$ cat src/rtl/apb_timer_completer_if.sv
// rtl/apb_timer_completer_if.sv - APB bus bundle between the master and the timer completer
interface apb_timer_completer_if;
  logic        PSEL;
  logic        PENABLE;
  logic [31:0] PADDR;
  logic        PWRITE;
  logic [31:0] PWDATA;
  logic [31:0] PRDATA;
  logic        PREADY;
  logic        PSLVERR;

  modport master (
    output PSEL, PENABLE, PADDR, PWRITE, PWDATA,
    input  PRDATA, PREADY, PSLVERR
  );

  modport slave (
    input  PSEL, PENABLE, PADDR, PWRITE, PWDATA,
    output PRDATA, PREADY, PSLVERR
  );
endinterface

$ cat src/rtl/apb_timer_completer.sv
// rtl/apb_timer_completer.sv - APB completer with 32-bit down-counting timer, prescaler, reload and irq
// Optional error responses: define APB_TIMER_PSLVERR_EN to drive PSLVERR on bad decode / COUNT writes.
module apb_timer_completer #(
  parameter logic [31:0] BASE_ADDR   = 32'h0000_1000,
  parameter int unsigned WAIT_STATES = 0
) (
  input  logic                 PCLK,
  input  logic                 PRESET,
  apb_timer_completer_if.slave bus,
  output logic                 irq
);

  typedef enum logic [1:0] {S_IDLE, S_WAIT, S_READY} state_t;

  // Wait counter preset; meaningless when no wait states are configured.
  localparam logic [3:0] LP_WCNT_INIT = (WAIT_STATES == 0) ? 4'd0 : 4'(WAIT_STATES - 1);

  localparam logic [1:0] LP_REG_CTRL   = 2'd0;
  localparam logic [1:0] LP_REG_LOAD   = 2'd1;
  localparam logic [1:0] LP_REG_COUNT  = 2'd2;
  localparam logic [1:0] LP_REG_STATUS = 2'd3;

  state_t      r_state;
  logic [3:0]  r_wcnt;
  logic [31:0] r_prdata;
  logic        r_pready;

  logic        r_en;
  logic        r_auto;
  logic        r_irq_en;
  logic [7:0]  r_presc_val;
  logic [31:0] r_load;
  logic [31:0] r_count;
  logic        r_expired;
  logic [7:0]  r_presc;

  logic        w_hit;
  logic [1:0]  w_reg;
  logic        w_setup;
  logic        w_enter_ready;
  logic        w_commit;
  logic        w_tick;
  logic [31:0] w_rdata;
  logic        w_unused;

  assign w_hit    = (bus.PADDR[31:4] == BASE_ADDR[31:4]);
  assign w_reg    = bus.PADDR[3:2];
  assign w_setup  = bus.PSEL & ~bus.PENABLE;
  assign w_unused = &{1'b0, bus.PADDR[1:0]};

  // Decide when the bus FSM moves into its single completing cycle.
  always_comb begin
    w_enter_ready = 1'b0;
    if (r_state == S_IDLE && w_setup && WAIT_STATES == 0)
      w_enter_ready = 1'b1;
    else if (r_state == S_WAIT && bus.PSEL && r_wcnt == 4'd0)
      w_enter_ready = 1'b1;
  end

  // Writes take effect only at the end of the completing cycle, and only when decoded.
  assign w_commit = (r_state == S_READY) & bus.PWRITE & w_hit;
  assign w_tick   = r_en & (r_presc == r_presc_val);

  // Read mux; undecoded addresses read as zero.
  always_comb begin
    w_rdata = 32'd0;
    if (w_hit) begin
      case (w_reg)
        LP_REG_CTRL:   w_rdata = {16'd0, r_presc_val, 5'd0, r_irq_en, r_auto, r_en};
        LP_REG_LOAD:   w_rdata = r_load;
        LP_REG_COUNT:  w_rdata = r_count;
        LP_REG_STATUS: w_rdata = {31'd0, r_expired};
        default:       w_rdata = 32'd0;
      endcase
    end
  end

  // Bus FSM with registered PREADY/PRDATA; an early PSEL drop in WAIT aborts the transfer.
  always_ff @(posedge PCLK) begin
    if (PRESET) begin
      r_state  <= S_IDLE;
      r_wcnt   <= 4'd0;
      r_prdata <= 32'd0;
      r_pready <= 1'b0;
    end else begin
      r_pready <= w_enter_ready;
      if (w_enter_ready && !bus.PWRITE)
        r_prdata <= w_rdata;
      case (r_state)
        S_IDLE: begin
          if (w_setup) begin
            if (WAIT_STATES == 0) begin
              r_state <= S_READY;
            end else begin
              r_state <= S_WAIT;
              r_wcnt  <= LP_WCNT_INIT;
            end
          end
        end
        S_WAIT: begin
          if (!bus.PSEL)
            r_state <= S_IDLE;
          else if (r_wcnt == 4'd0)
            r_state <= S_READY;
          else
            r_wcnt <= r_wcnt - 4'd1;
        end
        S_READY: r_state <= S_IDLE;
        default: r_state <= S_IDLE;
      endcase
    end
  end

  // Timer: prescaled ticks decrement COUNT; a LOAD write beats a tick, an expire beats a W1C.
  always_ff @(posedge PCLK) begin
    if (PRESET) begin
      r_en        <= 1'b0;
      r_auto      <= 1'b0;
      r_irq_en    <= 1'b0;
      r_presc_val <= 8'd0;
      r_load      <= 32'd0;
      r_count     <= 32'd0;
      r_expired   <= 1'b0;
      r_presc     <= 8'd0;
    end else begin
      if (!r_en || w_tick)
        r_presc <= 8'd0;
      else
        r_presc <= r_presc + 8'd1;

      if (w_commit && w_reg == LP_REG_CTRL) begin
        r_en        <= bus.PWDATA[0];
        r_auto      <= bus.PWDATA[1];
        r_irq_en    <= bus.PWDATA[2];
        r_presc_val <= bus.PWDATA[15:8];
      end

      if (w_commit && w_reg == LP_REG_LOAD) begin
        r_load  <= bus.PWDATA;
        r_count <= bus.PWDATA;
      end else if (w_tick) begin
        if (r_count == 32'd0)
          r_count <= r_auto ? r_load : 32'd0;
        else
          r_count <= r_count - 32'd1;
      end

      if (w_tick && r_count == 32'd0)
        r_expired <= 1'b1;
      else if (w_commit && w_reg == LP_REG_STATUS && bus.PWDATA[0])
        r_expired <= 1'b0;
    end
  end

`ifdef APB_TIMER_PSLVERR_EN
  logic r_pslverr;
  logic w_err;

  assign w_err = ~w_hit | (bus.PWRITE & (w_reg == LP_REG_COUNT));

  // Error flag is captured with the completing cycle, same as PREADY.
  always_ff @(posedge PCLK) begin
    if (PRESET)
      r_pslverr <= 1'b0;
    else
      r_pslverr <= w_enter_ready & w_err;
  end

  assign bus.PSLVERR = r_pslverr;
`else
  assign bus.PSLVERR = 1'b0;
`endif

  assign bus.PRDATA = r_prdata;
  assign bus.PREADY = r_pready;
  assign irq        = r_expired & r_irq_en;

endmodule

$ cat src/flat_wrapper.sv
// flat-port wrapper written by rule: the top's interface ports become plain ports
module apb_timer_completer_flat 
#(
  parameter logic [31:0] BASE_ADDR   = 32'h0000_1000,
  parameter int unsigned WAIT_STATES = 0
)
  (PCLK, PRESET, irq, bus_PSEL, bus_PENABLE, bus_PADDR, bus_PWRITE, bus_PWDATA, bus_PRDATA, bus_PREADY, bus_PSLVERR);
  apb_timer_completer_if bus_i ();
  input  logic PCLK;
  input  logic PRESET;
  output logic irq;
  input wire logic [$bits(bus_i.PSEL)-1:0] bus_PSEL;
  input wire logic [$bits(bus_i.PENABLE)-1:0] bus_PENABLE;
  input wire logic [$bits(bus_i.PADDR)-1:0] bus_PADDR;
  input wire logic [$bits(bus_i.PWRITE)-1:0] bus_PWRITE;
  input wire logic [$bits(bus_i.PWDATA)-1:0] bus_PWDATA;
  output wire logic [$bits(bus_i.PRDATA)-1:0] bus_PRDATA;
  output wire logic [$bits(bus_i.PREADY)-1:0] bus_PREADY;
  output wire logic [$bits(bus_i.PSLVERR)-1:0] bus_PSLVERR;
  assign bus_i.PSEL = bus_PSEL;
  assign bus_i.PENABLE = bus_PENABLE;
  assign bus_i.PADDR = bus_PADDR;
  assign bus_i.PWRITE = bus_PWRITE;
  assign bus_i.PWDATA = bus_PWDATA;
  assign bus_PRDATA = bus_i.PRDATA;
  assign bus_PREADY = bus_i.PREADY;
  assign bus_PSLVERR = bus_i.PSLVERR;
  apb_timer_completer #(.BASE_ADDR(BASE_ADDR), .WAIT_STATES(WAIT_STATES)) u_core (.PCLK(PCLK), .PRESET(PRESET), .bus(bus_i), .irq(irq));
endmodule
$ cat config.mk
export PLATFORM = sky130hd
export DESIGN_NAME = apb_timer_completer_flat
export DESIGN_NICKNAME = d
export VERILOG_FILES = /design/src/rtl/apb_timer_completer_if.sv /design/src/rtl/apb_timer_completer.sv /design/src/flat_wrapper.sv
export SDC_FILE = /design/constraint.sdc
export NUM_CORES = 1
export LEC_CHECK = 0
export CAP_MARGIN = 40
export CORE_MARGIN = 2
export CORE_UTILIZATION = 45
export CTS_CLUSTER_DIAMETER = 30
export DETAILED_ROUTE_END_ITERATION = 7
export PLACE_DENSITY = 0.69
export SYNTH_ARGS = -nofsm -noshare
export SYNTH_HDL_FRONTEND = slang
export SYNTH_SLANG_ARGS = --single-unit
$ cat constraint.sdc
create_clock -name PCLK -period 6.4 [get_ports PCLK]
set_input_delay 0.64 -clock PCLK [delete_from_list [all_inputs] [get_ports PCLK]]
set_output_delay 0.64 -clock PCLK [all_outputs]
set_load 0.02 [all_outputs]
# Word level (Yosys, flattened, before mapping)
# Index checks and enable logic that the tools add are counted.
[word_totals]
wordCells = 66
ff_bits = 123
[classes]
n_eq_ne = 9
n_reduce_logical = 21
bitwise = 7
n_addsub = 3
muxes = 14
[op_table]
columns = ["cell", "count"]
rows = [
  ["$mux 32", 5],
  ["$pmux 32 s4", 1],
  ["$logic_not 32->1", 1],
  ["$sub 32x1->32 const B", 1],
  ["$eq 28x9->1 const B", 1],
  ["$logic_and 1x1->1", 9],
  ["$add 8x1->8 const B", 1],
  ["$eq 8x8->1", 1],
  ["$eq 2x2->1 const B", 3],
  ["$mux 2", 3],
  ["$and 1x1->1", 5],
  ["$eq 2x1->1 const B", 2],
  ["$logic_not 2->1", 2],
  ["$logic_not 4->1", 1],
  ["$mux 1", 4],
  ["$pmux 2 s2", 1],
  ["$reduce_bool 2->1", 2],
  ["$sub 4x1->4 const B", 1],
  ["$ne 3x3->1 const B", 1],
  ["$reduce_and 3->1", 1],
  ["$logic_not 1->1", 2],
  ["$ne 2x1->1 const B", 1],
  ["$not 1->1", 2],
  ["$reduce_and 2->1", 1],
  ["2 further kinds", 2],
]

# Logic depth before layout (Yosys ltp)
# Gate-level depths: netlist of the first run.
[logic_depth]
word_depth = 7
mapped_depth = 9
mapped_depth_nobuf = 8

# Least setup slack after synthesis of the first run
# No wires, ideal clock.
[synth_timing]
path_type = "input port to flip-flop"
start = "in bus_PADDR[13]"
end = "reg u_core.r_count[15]"
arrival_time_ns = 2.336
n_path_buf = 2
stages = 8
slack_ns = 3.945
setup_ns = 0.119
required_time_ns = 6.281
cell_sequence = "nor4b_1 > nand4_1 > or2_2 > clkbuf_1 > clkbuf_1 > o21ai_0 > a31oi_1 > o221a_2"
[synth_via]
elab_chain_cells = 4
word_cells_on_any_way = 5
classes_between = "eq/ne: 1; mux: 1; bitwise: 1; reduce/logical: 2"
[synth_rtl]
columns = ["item", "line_no", "text"]
rows = [
  ["start: declaration", "flat_wrapper.sv:14", "input wire logic [$bits(bus_i.PADDR)-1:0] bus_PADDR;"],
  ["$eq 28x9->1 (*)", "apb_timer_completer.sv:46", "assign w_hit = (bus.PADDR[31:4] == BASE_ADDR[31:4]);"],
  ["$and 1x1->1 (*)", "apb_timer_completer.sv:61", "assign w_commit = (r_state == S_READY) & bus.PWRITE & w_hit;"],
  ["$logic_and 1x1->1 (*)", "apb_timer_completer.sv:138", "if (w_commit && w_reg == LP_REG_LOAD) begin"],
  ["$mux 32 or $reduce_bool 2->1 (tied branches)", "-", ""],
  ["end signal: assignment", "apb_timer_completer.sv:140", "r_count <= bus.PWDATA;"],
  ["end signal: assignment", "apb_timer_completer.sv:143", "r_count <= r_auto ? r_load : 32'd0;"],
  ["end signal: assignment", "apb_timer_completer.sv:145", "r_count <= r_count - 32'd1;"],
  ["end: declaration", "apb_timer_completer.sv:33", "logic [31:0] r_count;"],
]
# Mark *: on every way between the ends. The rest lies on a longest branch, timed or not.
# A chain may end at the register's enable or synchronous reset.

# Worst setup path after layout of the first run
[layout_timing]
start = "in bus_PADDR[3]"
end = "reg u_core.r_count[12]"
[layout_via]
elab_chain_cells = 3
word_cells_on_any_way = 4
classes_between = "eq/ne: 1; mux: 1; reduce/logical: 2"
[layout_rtl]
columns = ["item", "line_no"]
rows = [
  ["$eq 2x1->1 (*)", "apb_timer_completer.sv:138"],
  ["$logic_and 1x1->1 (*)", "apb_timer_completer.sv:138"],
  ["$mux 32 or $reduce_bool 2->1 (tied branches)", "-"],
]
# Marks and branches as above.

==> metrics.cfg, run 1 <==
[place]
place.gp.congestion=0.908
portBuffers=100
dpl.hpwl_mm=12.3

[synthesis]
synth_edf_count=0
synth_seq_cells=118
synth_common_cells=nand2_1 (137), dfxtp_1 (118), a21oi_1 (79), o21ai_0 (48), nand3_1 (46)
synth_cell_types=66
netlist_instances=773
synth_most_common_cell=nand2_1
yosysSeqAreaShare_pct=38.4
avgSynthCellArea_um2=7.96
synth_area_leaders=dfxtp_1 (38%), nand2_1 (8.4%), a21oi_1 (6.4%)
syn-num-nets=845
ys.flop_type=dfxtp_1
synth_top_area_share_pct=38.4
synth_area_leader_cell=dfxtp_1
yosysWarnings=0
synth_area_um2=6150
async_flop_share_pct=0

[drt]
drc_errors=0
ant_nets=0
drt-initial-drc-count=661
wl_per_cell_um=17.6
top_layer=met4
dr.pass1.iters=5
vias=6166
routed-wl-met2_mm=8.44
finalWirelength_mm=18.2
met3_length_mm=1.35
m1WireLength_mm=8.23
avgViaCountPerCell=5.96

[global_route]
grt_pass1_vias=5792
grt_usage_pct=25.5
antenna_found_initial=0
grt_max_degree=56
grt_overflow_total=0
grt_pass1_wl_mm=29.7

[clock_tree]
postCtsHoldBufs=0
cts_root_buf=clkbuf_16
cts_tree=yes
clock_latency_ps=420
ctsHtreeMaxLevel=4
cts.sinks=118
cts_resized=0
postCtsSetupRepairBufs=0
cts_buffer_depth=2
clk_pin_slew_ps=60
cts_made_buffers=17

[floorplan]
initial_core_util_pct=46.3
io_pins=104
coreArea_um2=13300
rows=42
die_y_um=121
fp.dieW_um=121
die_area_um2=14600

[timing]
fin_skew_ps=10.1
slew_headroom_pct=43.5
min_period_ps=3650
period_share_pct=57.0
setup_viol_count_final=0
worstMarginPinSlew_ps=847
setup_tns_ps=0
rsz0062_at_grt=no
slew_viol_final=0
timing.fmax_mhz=274
hold_viol_final=0

[critical_path]
critPathMaxFanout=45
r2r_slack_ps=3490
worstSetupStartpoint=bus_PADDR[3]
worstSetupPathType=input pin to flop
crit_path_max_incr_delay_ps=900
crit_path_end=u_core.r_count[12]
end_kind=flop
r2r_start=u_core.r_count[0]
reg2reg_to=u_core.r_count[31]
crit_path_top_delay_cell=clkdlybuf4s50_1
startpoint_type=input pin
worstPathRequired_ps=6680
path_cells=clkdlybuf4s50_1, and4b_1, nand4_1, or2_2, nand2_1, o22ai_1, nor3_1
timing.reg2reg.worst_path_depth=8
arrival_ps=3930

[power_and_ir_drop]
p_int_mw=1.45
switching_share_pct=21.2
seq_power_share_pct=40.0
switchingPower_mw=0.390
ir_drop_v=0.000212
power.share.combinational_pct=4.5
clockPowerShare_pct=55.5
power_density_nw_per_um2=233
leakagePower_nw=2.76

[finish]
final_nets=917
utilization_pct=59.4
multi_input_area_um2=3520
nFillCells=1152
drive_gt1_share_pct=9.44
area_growth_pct=28.4
antennaDiodeCount=0
regArea_um2=2360

[hold_path]
hold_class=flop to flop

[flow_run]
drv_cap=0

[status]
status=finished clean

==> worst max-delay path, delay by kind of cell <==
family	cells	cell delay, ps
buffers and inverters	1	900
AO/OA/AOI/OAI	1	400
AND/OR/NAND/NOR	5	1980
==> per-layer routing <==
layer	GRT usage, %	up-vias
met1	35.6	2931
met4	9.30	0
li1	-	2957
met3	5.26	22
met2	38.9	256
met5	0	-
==> cell families after synthesis <==
group	Yosys count	share of synthesized area, %
and+or+nand+nor	313	26.1
AOI/OAI and AO/OA	220	22.6
DFF	118	38.4
buffers and inverters	69	4.62
xor gates and xnor gates	27	3.85
muxes	22	3.78
adders and majority gates	3	0.610
other	1	0.0610
==> power by group through the flow <==
stage / registers [mW] / logic [mW] / clock network [mW]
2_1_floorplan: 0.752 / 0.0267 / 0
3_3_place_gp: 0.751 / 0.0784 / 0
3_5_place_dp: 0.751 / 0.0818 / 0
4_1_cts: 0.736 / 0.0821 / 1.02
5_1_grt: 0.735 / 0.0876 / 1.06
6_report: 0.736 / 0.0822 / 1.02
==> cell type report <==
class	instances	share of cell area (%)
Tap cell	176	2.79
Clock inverter	13	2.27
Clock buffer	19	5.74
Inverter	10	0.476
Sequential cell	118	29.9
Timing Repair Buffer	112	14.2
Multi-Input combinational cell	586	44.6
==> worst min path at each step <==
stage                          start                     to  slack, ps  cells after the start
3_3_place_gp   u_core.bus.PRDATA[16]  u_core.bus.PRDATA[16]        440                      2
4_1_cts         u_core.bus.PRDATA[4]   u_core.bus.PRDATA[4]        450                      2
2_1_floorplan       u_core.r_expired       u_core.r_expired        440                      2
3_5_place_dp    u_core.bus.PRDATA[4]   u_core.bus.PRDATA[4]        440                      2
5_1_grt        u_core.bus.PRDATA[25]  u_core.bus.PRDATA[25]        470                      2
6_report        u_core.bus.PRDATA[4]   u_core.bus.PRDATA[4]        450                      2
==> per-stage QoR <==
stage	instances	setup WS [ps]	area (um^2)	power [mW]	hold WS (ps)
2_1_floorplan	773	3940	6150	0.778	443
3_3_place_gp	997	2120	7190	0.830	440
3_5_place_dp	1002	2350	7260	0.833	444
4_1_cts	1034	2820	7890	1.84	452
5_1_grt	1034	2510	7890	1.89	468
6_report	1034	2750	7890	1.84	450
==> cell usage in the layout, fill, tap and decap left out, types with 3 or more instances in the layout <==
cell type        netlist  routed
bufinv_16              0       4
a311oi_1               4       4
inv_1                 10      10
nor4_4                 5       5
a32oi_1                3       3
clkdlybuf4s50_1        0      99
nand4_1               17      17
o21a_1                 5       5
nand3_1               46      46
clkinvlp_4             0       4
buf_8                  0       4
xor2_1                24      24
a211oi_1               5       5
or3_1                 10      10
buf_4                  1       7
or2_2                  3       3
and3_1                 3       3
nor4_1                14      14
clkbuf_16              0      17
a221oi_1               3       3
o221a_2                7       7
a22oi_1                4       4
nor2_2                 0       3
and2_1                 3       3
mux2i_1               21      21
a31oi_1               21      21
dfxtp_1              118     118
a22o_1                21      21
xnor2_1                3       3
nor3_1                16      16
o2bb2ai_1              4       4
o21ai_0               48      48
nor2_1                35      32
nand2_1              137     137
clkinv_2               0       4
ha_1                   3       3
a21oi_1               79      79
==> state kept, by name, summed over array words and instances (netlist names) <==
name,flops
u_core.r_load,32
u_core.r_presc,8
u_core.r_state,1
u_core.bus.PREADY,1
u_core.r_count,32
u_core.bus.PRDATA,32
u_core.r_presc_val,8
u_core.r_expired,1
u_core.r_auto,1
u_core.r_en,1
u_core.r_irq_en,1
Power figures use the tool's default switching activity.
==> inputs of run 2 (changes only) <==
--- a/config.mk
+++ b/config.mk
@@ -10,7 +10,7 @@
 export CORE_UTILIZATION = 45
 export CTS_CLUSTER_DIAMETER = 30
 export DETAILED_ROUTE_END_ITERATION = 7
-export PLACE_DENSITY = 0.69
+export PLACE_DENSITY = 0.72
 export SYNTH_ARGS = -nofsm -noshare
 export SYNTH_HDL_FRONTEND = slang
 export SYNTH_SLANG_ARGS = --single-unit
==> constraint.sdc (replaced) <==
create_clock -name PCLK -period 3.27 [get_ports PCLK]
set_input_delay 0.327 -clock PCLK [delete_from_list [all_inputs] [get_ports PCLK]]
set_output_delay 0.327 -clock PCLK [all_outputs]
set_load 0.02 [all_outputs]
==> metrics.cfg, run 2 (synthesis gave the netlist of run 1 again) <==
[hold_path]
hold_class=input pin to flop

[critical_path]
end_kind=flop
timing.reg2reg.worst_path_depth=7  ; -1
path_cells=clkdlybuf4s50_1, nor4_1, nand4_1, or2_2, and2_1, a31o_2, a221oi_1
arrival_ps=3060  ; -870 ps
critPathMaxFanout=36  ; -20%
worstSetupPathType=input pin to flop
worstPathRequired_ps=3590  ; -3090 ps
crit_path_end=u_core.r_count[31]
crit_path_top_delay_cell=or2_2
r2r_start=u_core.r_count[0]
startpoint_type=input pin
worstSetupStartpoint=bus_PADDR[19]
r2r_slack_ps=650  ; -2840 ps
crit_path_max_incr_delay_ps=620  ; -280 ps
reg2reg_to=u_core.r_count[4]

[clock_tree]
clk_pin_slew_ps=60  ; about the same
cts_buffer_depth=2  ; unchanged
cts_root_buf=clkbuf_16
clock_latency_ps=410  ; about the same
cts.sinks=118  ; unchanged
ctsHtreeMaxLevel=4  ; unchanged
cts_tree=yes
cts_made_buffers=17  ; unchanged
postCtsHoldBufs=0  ; unchanged
postCtsSetupRepairBufs=0  ; unchanged
cts_resized=0  ; unchanged

[power_and_ir_drop]
leakagePower_nw=2.78  ; +0.96%
power_density_nw_per_um2=433  ; +86%
ir_drop_v=0.000339  ; +60%

[drt]
dr.pass1.iters=5  ; unchanged
ant_nets=0  ; unchanged
drt-initial-drc-count=760  ; +15%
vias=6218  ; +0.84%
avgViaCountPerCell=5.95  ; -0.22%
drc_errors=0  ; unchanged
finalWirelength_mm=18.3  ; +0.68%
wl_per_cell_um=17.5  ; -0.38%

[timing]
fin_skew_ps=5.69  ; -4.38 ps
setup_viol_count_final=0  ; unchanged
worstMarginPinSlew_ps=770  ; -77.6 ps
rsz0062_at_grt=no
period_share_pct=83.7
whs_ps=403  ; -47.0 ps
slew_headroom_pct=48.2  ; +4.7 points
hold_viol_final=0  ; unchanged
timing.fmax_mhz=365
slew_viol_final=0  ; unchanged
min_period_ps=2740
setup_tns_ps=0  ; unchanged

[finish]
drive_gt1_share_pct=10.5  ; +1.0 points
antennaDiodeCount=0  ; unchanged
area_growth_pct=28.7
layout_common_cells=nand2_1 (137), dfxtp_1 (118), clkdlybuf4s50_1 (99), a21oi_1 (79), o21ai_0 (48)
nFillCells=1185  ; +2.9%
final_nets=928  ; +1.2%
fin_cells=1045  ; +1.1%
final_common_cell=nand2_1
utilization_pct=59.5  ; +0.14 points

[global_route]
grt_pass1_vias=5999  ; +3.6%
grt_overflow_total=0  ; unchanged
grt_max_degree=68  ; +21%
grt_usage_pct=26.0  ; +0.46 points
antenna_found_initial=0  ; unchanged
grt_pass1_wl_mm=30.2  ; +1.6%

[floorplan]
initial_core_util_pct=46.3  ; unchanged
fp.dieW_um=121  ; unchanged
die_area_um2=14600  ; unchanged
die_y_um=121  ; unchanged
coreArea_um2=13300  ; unchanged
rows=42  ; unchanged
io_pins=104  ; unchanged

[place]
portBuffers=100  ; unchanged
dp_cells=1013  ; +1.1%
place.gp.congestion=0.911  ; +0.35%
dpl.hpwl_mm=12.6  ; +1.9%

[status]
status=finished clean

[flow_run]
drv_cap=0  ; unchanged

## run 2: cell count changes in the layout (fill, tap and decap cells not counted)
cell        change
nor2b_1         +1
clkinv_2        +1
buf_4          +15
buf_8           -4
nor2b_2         -1
buf_6           -1
clkinvlp_4      +1
buf_16          +1
bufinv_16       -2
## run 2: critical path: cells and delay by family
kind / cells / cell delay (ps)
AND/OR/NAND/NOR: 4 / 1790
AO/OA/AOI/OAI: 2 / 530
buffers and inverters: 1 / 400
## run 2: through the flow
step / setup WS (ps) / instance area [um^2] / power (mW)
floorplan: 1010 / 6150 / 1.52
global placement: 271 / 7300 / 1.63
detailed placement: 166 / 7330 / 1.63
CTS: 602 / 7910 / 3.44
global route: 352 / 7910 / 3.53
finish: 533 / 7910 / 3.43
## run 2: final cells by class
class                      count  area, um^2  share of cell area [%]
clock buffer                  19         453                    5.72
inverter                      10        37.5                   0.474
timing repair buffer         123        1190                    15.0
multi-input combinational    586        3520                    44.5
sequential                   118        2360                    29.9
tap                          176         220                    2.78
clock inverter                13         131                    1.66
## run 2: worst min path at each step
stage                          start                    end  slack [ps]  cells after the start
6_report                      PRESET  u_core.bus.PRDATA[16]         400                      3
4_1_cts                       PRESET  u_core.bus.PRDATA[15]         390                      3
3_5_place_dp   u_core.bus.PRDATA[16]  u_core.bus.PRDATA[16]         440                      2
2_1_floorplan       u_core.r_expired       u_core.r_expired         440                      2
5_1_grt                       PRESET  u_core.bus.PRDATA[16]         430                      3
3_3_place_gp   u_core.bus.PRDATA[16]  u_core.bus.PRDATA[16]         440                      2
## run 2: power by group
part	switching, mW	internal [mW]	total, mW
registers	0.000412	1.44	1.44
clock network	0.670	1.15	1.82
logic	0.0775	0.0873	0.165
## run 2: routing by layer
metal	global-route usage [%]	wire length, um	vias to the layer above
met5	0	0	-
met4	9.67	286	0
met3	5.64	1480	28
met2	40.5	8510	269
met1	35.2	8050	2948
li1	-	-	2973
==> inputs of run 3 (changes only) <==
--- a/config.mk
+++ b/config.mk
@@ -10,7 +10,7 @@
 export CORE_UTILIZATION = 45
 export CTS_CLUSTER_DIAMETER = 30
 export DETAILED_ROUTE_END_ITERATION = 7
-export PLACE_DENSITY = 0.72
+export PLACE_DENSITY = 0.69
 export SYNTH_ARGS = -nofsm -noshare
 export SYNTH_HDL_FRONTEND = slang
 export SYNTH_SLANG_ARGS = --single-unit
==> constraint.sdc (replaced) <==
create_clock -name PCLK -period 2.79 [get_ports PCLK]
set_input_delay 0.279 -clock PCLK [delete_from_list [all_inputs] [get_ports PCLK]]
set_output_delay 0.279 -clock PCLK [all_outputs]
set_load 0.02 [all_outputs]
==> metrics.cfg, run 3 (synthesis gave the netlist of run 1 again) <==
[status]
status=finished clean

[clock_tree]
cts_tree=yes
postCtsHoldBufs=0  ; unchanged
cts.sinks=118  ; unchanged
postCtsSetupRepairBufs=0  ; unchanged
cts_root_buf=clkbuf_16
cts_resized=0  ; unchanged
cts_made_buffers=17  ; unchanged
clock_latency_ps=430  ; +20 ps
ctsHtreeMaxLevel=4  ; unchanged
cts_buffer_depth=2  ; unchanged
clk_pin_slew_ps=60  ; about the same

[power_and_ir_drop]
power_density_nw_per_um2=534  ; +23%
p_int_mw=3.49  ; +30%
leakagePower_nw=2.94  ; +5.5%
power.share.combinational_pct=4.5  ; -0.3 points
ir_drop_v=0.000367  ; +8.4%
clockPowerShare_pct=56.8  ; +3.6 points
switchingPower_mw=0.880  ; +18%
switching_share_pct=20.2  ; -1.7 points
power_mw=4.37  ; +27%
seq_power_share_pct=38.7  ; -3.3 points

[timing]
fin_skew_ps=6.61  ; +0.920 ps
setup_tns_ps=0  ; unchanged
slew_headroom_pct=56.6  ; +8.4 points
rsz0062_at_grt=no
slew_viol_final=0  ; unchanged
timing.fmax_mhz=406
min_period_ps=2460
setup_viol_count_final=0  ; unchanged
period_share_pct=88.3
hold_viol_final=0  ; unchanged
whs_ps=377  ; -25.3 ps
worstMarginPinSlew_ps=645  ; -125 ps

[floorplan]
fp.dieW_um=121  ; unchanged
initial_core_util_pct=46.3  ; unchanged
rows=42  ; unchanged
die_y_um=121  ; unchanged
io_pins=104  ; unchanged
coreArea_um2=13300  ; unchanged
die_area_um2=14600  ; unchanged

[global_route]
antenna_found_initial=0  ; unchanged
grtUsageMet1_pct=36.4  ; +1.2 points
grt_max_degree=59  ; -13%
grt_use_met3_pct=6.39  ; +0.75 points
grt_usage_pct=27.4  ; +1.4 points
top_usage_layer=met2
use_met2_pct=42.1  ; +1.5 points
grt_pass1_vias=6019  ; +0.33%
grt_overflow_total=0  ; unchanged
grt_pass1_wl_mm=31.1  ; +3.2%

[finish]
area_growth_pct=33.0
final_nets=946  ; +1.9%
final_common_cell=nand2_1
drive_gt1_share_pct=12.1  ; +1.6 points
layout_common_cells=nand2_1 (137), dfxtp_1 (118), clkdlybuf4s50_1 (99), a21oi_1 (79), o21ai_0 (48)
antennaDiodeCount=0  ; unchanged

[drt]
finalWirelength_mm=19.3  ; +5.1%
wl_per_cell_um=18.1  ; +3.4%
drt-initial-drc-count=535  ; -30%
dr.pass1.iters=5  ; unchanged
avgViaCountPerCell=5.97  ; +0.35%
vias=6341  ; +2.0%
drc_errors=0  ; unchanged
ant_nets=0  ; unchanged

[hold_path]
hold_class=input pin to flop

[flow_run]
drv_cap=0  ; unchanged

[critical_path]
startpoint_type=flop
critPathMaxFanout=6  ; -83%
end_kind=flop
worstPathRequired_ps=3140  ; -450 ps
worstSetupPathType=flop to flop
arrival_ps=2820  ; -240 ps

[place]
portBuffers=100  ; unchanged
place.gp.congestion=0.903  ; -0.86%
dpl.hpwl_mm=13.4  ; +6.6%

-- run 3: cell types whose count changed in the layout (fill, tap and decap cells not counted), sizes merged --
cell      change
buf          +18
clkinv        -4
bufinv        +3
clkbuf        +4
clkinvlp      -4
-- run 3: metrics by stage --
| stage | instance area (um^2) | utilization, % | cells | worst slack [ps] |
|---|---|---|---|---|
| finish | 8180 | 61.5 | 1062 | 327 |
| global route | 8180 | 61.5 | 1062 | 232 |
| CTS | 8180 | 61.5 | 1062 | 334 |
| detailed placement | 7510 | 56.5 | 1031 | 61.1 |
| global placement | 7490 | 56.3 | 1030 | 105 |
| floorplan | 6150 | - | 773 | 533 |
-- run 3: critical path: stages (launching register included) --
cell,delay (ps)
dfxtp_1,360
inv_1,100
ha_1,150
or4b_2,710
or3_1,420
nor3_2,270
a22oi_1,160
a211oi_2,220
-- run 3: final cells by class --
type	instances	area, um^2
Clock buffer	23	498
Clock inverter	8	168
Fill cell	1177	5120
Inverter	10	37.5
Multi-Input combinational cell	586	3520
Sequential cell	118	2360
Tap cell	176	220
Timing Repair Buffer	141	1370
-- run 3: final timing paths --
check                            start                    to  slack [ps]  cells past startpoint
setup / recovery     u_core.r_count[0]    u_core.r_count[11]         330                      7
hold / removal                  PRESET       u_core.r_irq_en         380                      3
setup reg to reg     u_core.r_count[0]    u_core.r_count[11]         330                      7
hold reg to reg   u_core.bus.PRDATA[8]  u_core.bus.PRDATA[8]         450                      2
-- run 3: metal layers --
metal | routed length, um | share of wire [%] | vias to the layer above
li1 | - | - | 3013
met1 | 8390 | 44 | 3010
met2 | 8790 | 46 | 272
met3 | 1570 | 8.1 | 46
met4 | 511 | 2.7 | 0
met5 | 0 | 0 | -
-- run 3: power by group through the flow --
stage	clock network (mW)	registers [mW]	logic [mW]
finish	2.48	1.69	0.196
global route	2.58	1.69	0.208
CTS	2.50	1.69	0.197
detailed placement	0	1.72	0.196
global placement	0	1.72	0.186
floorplan	0	1.72	0.0613
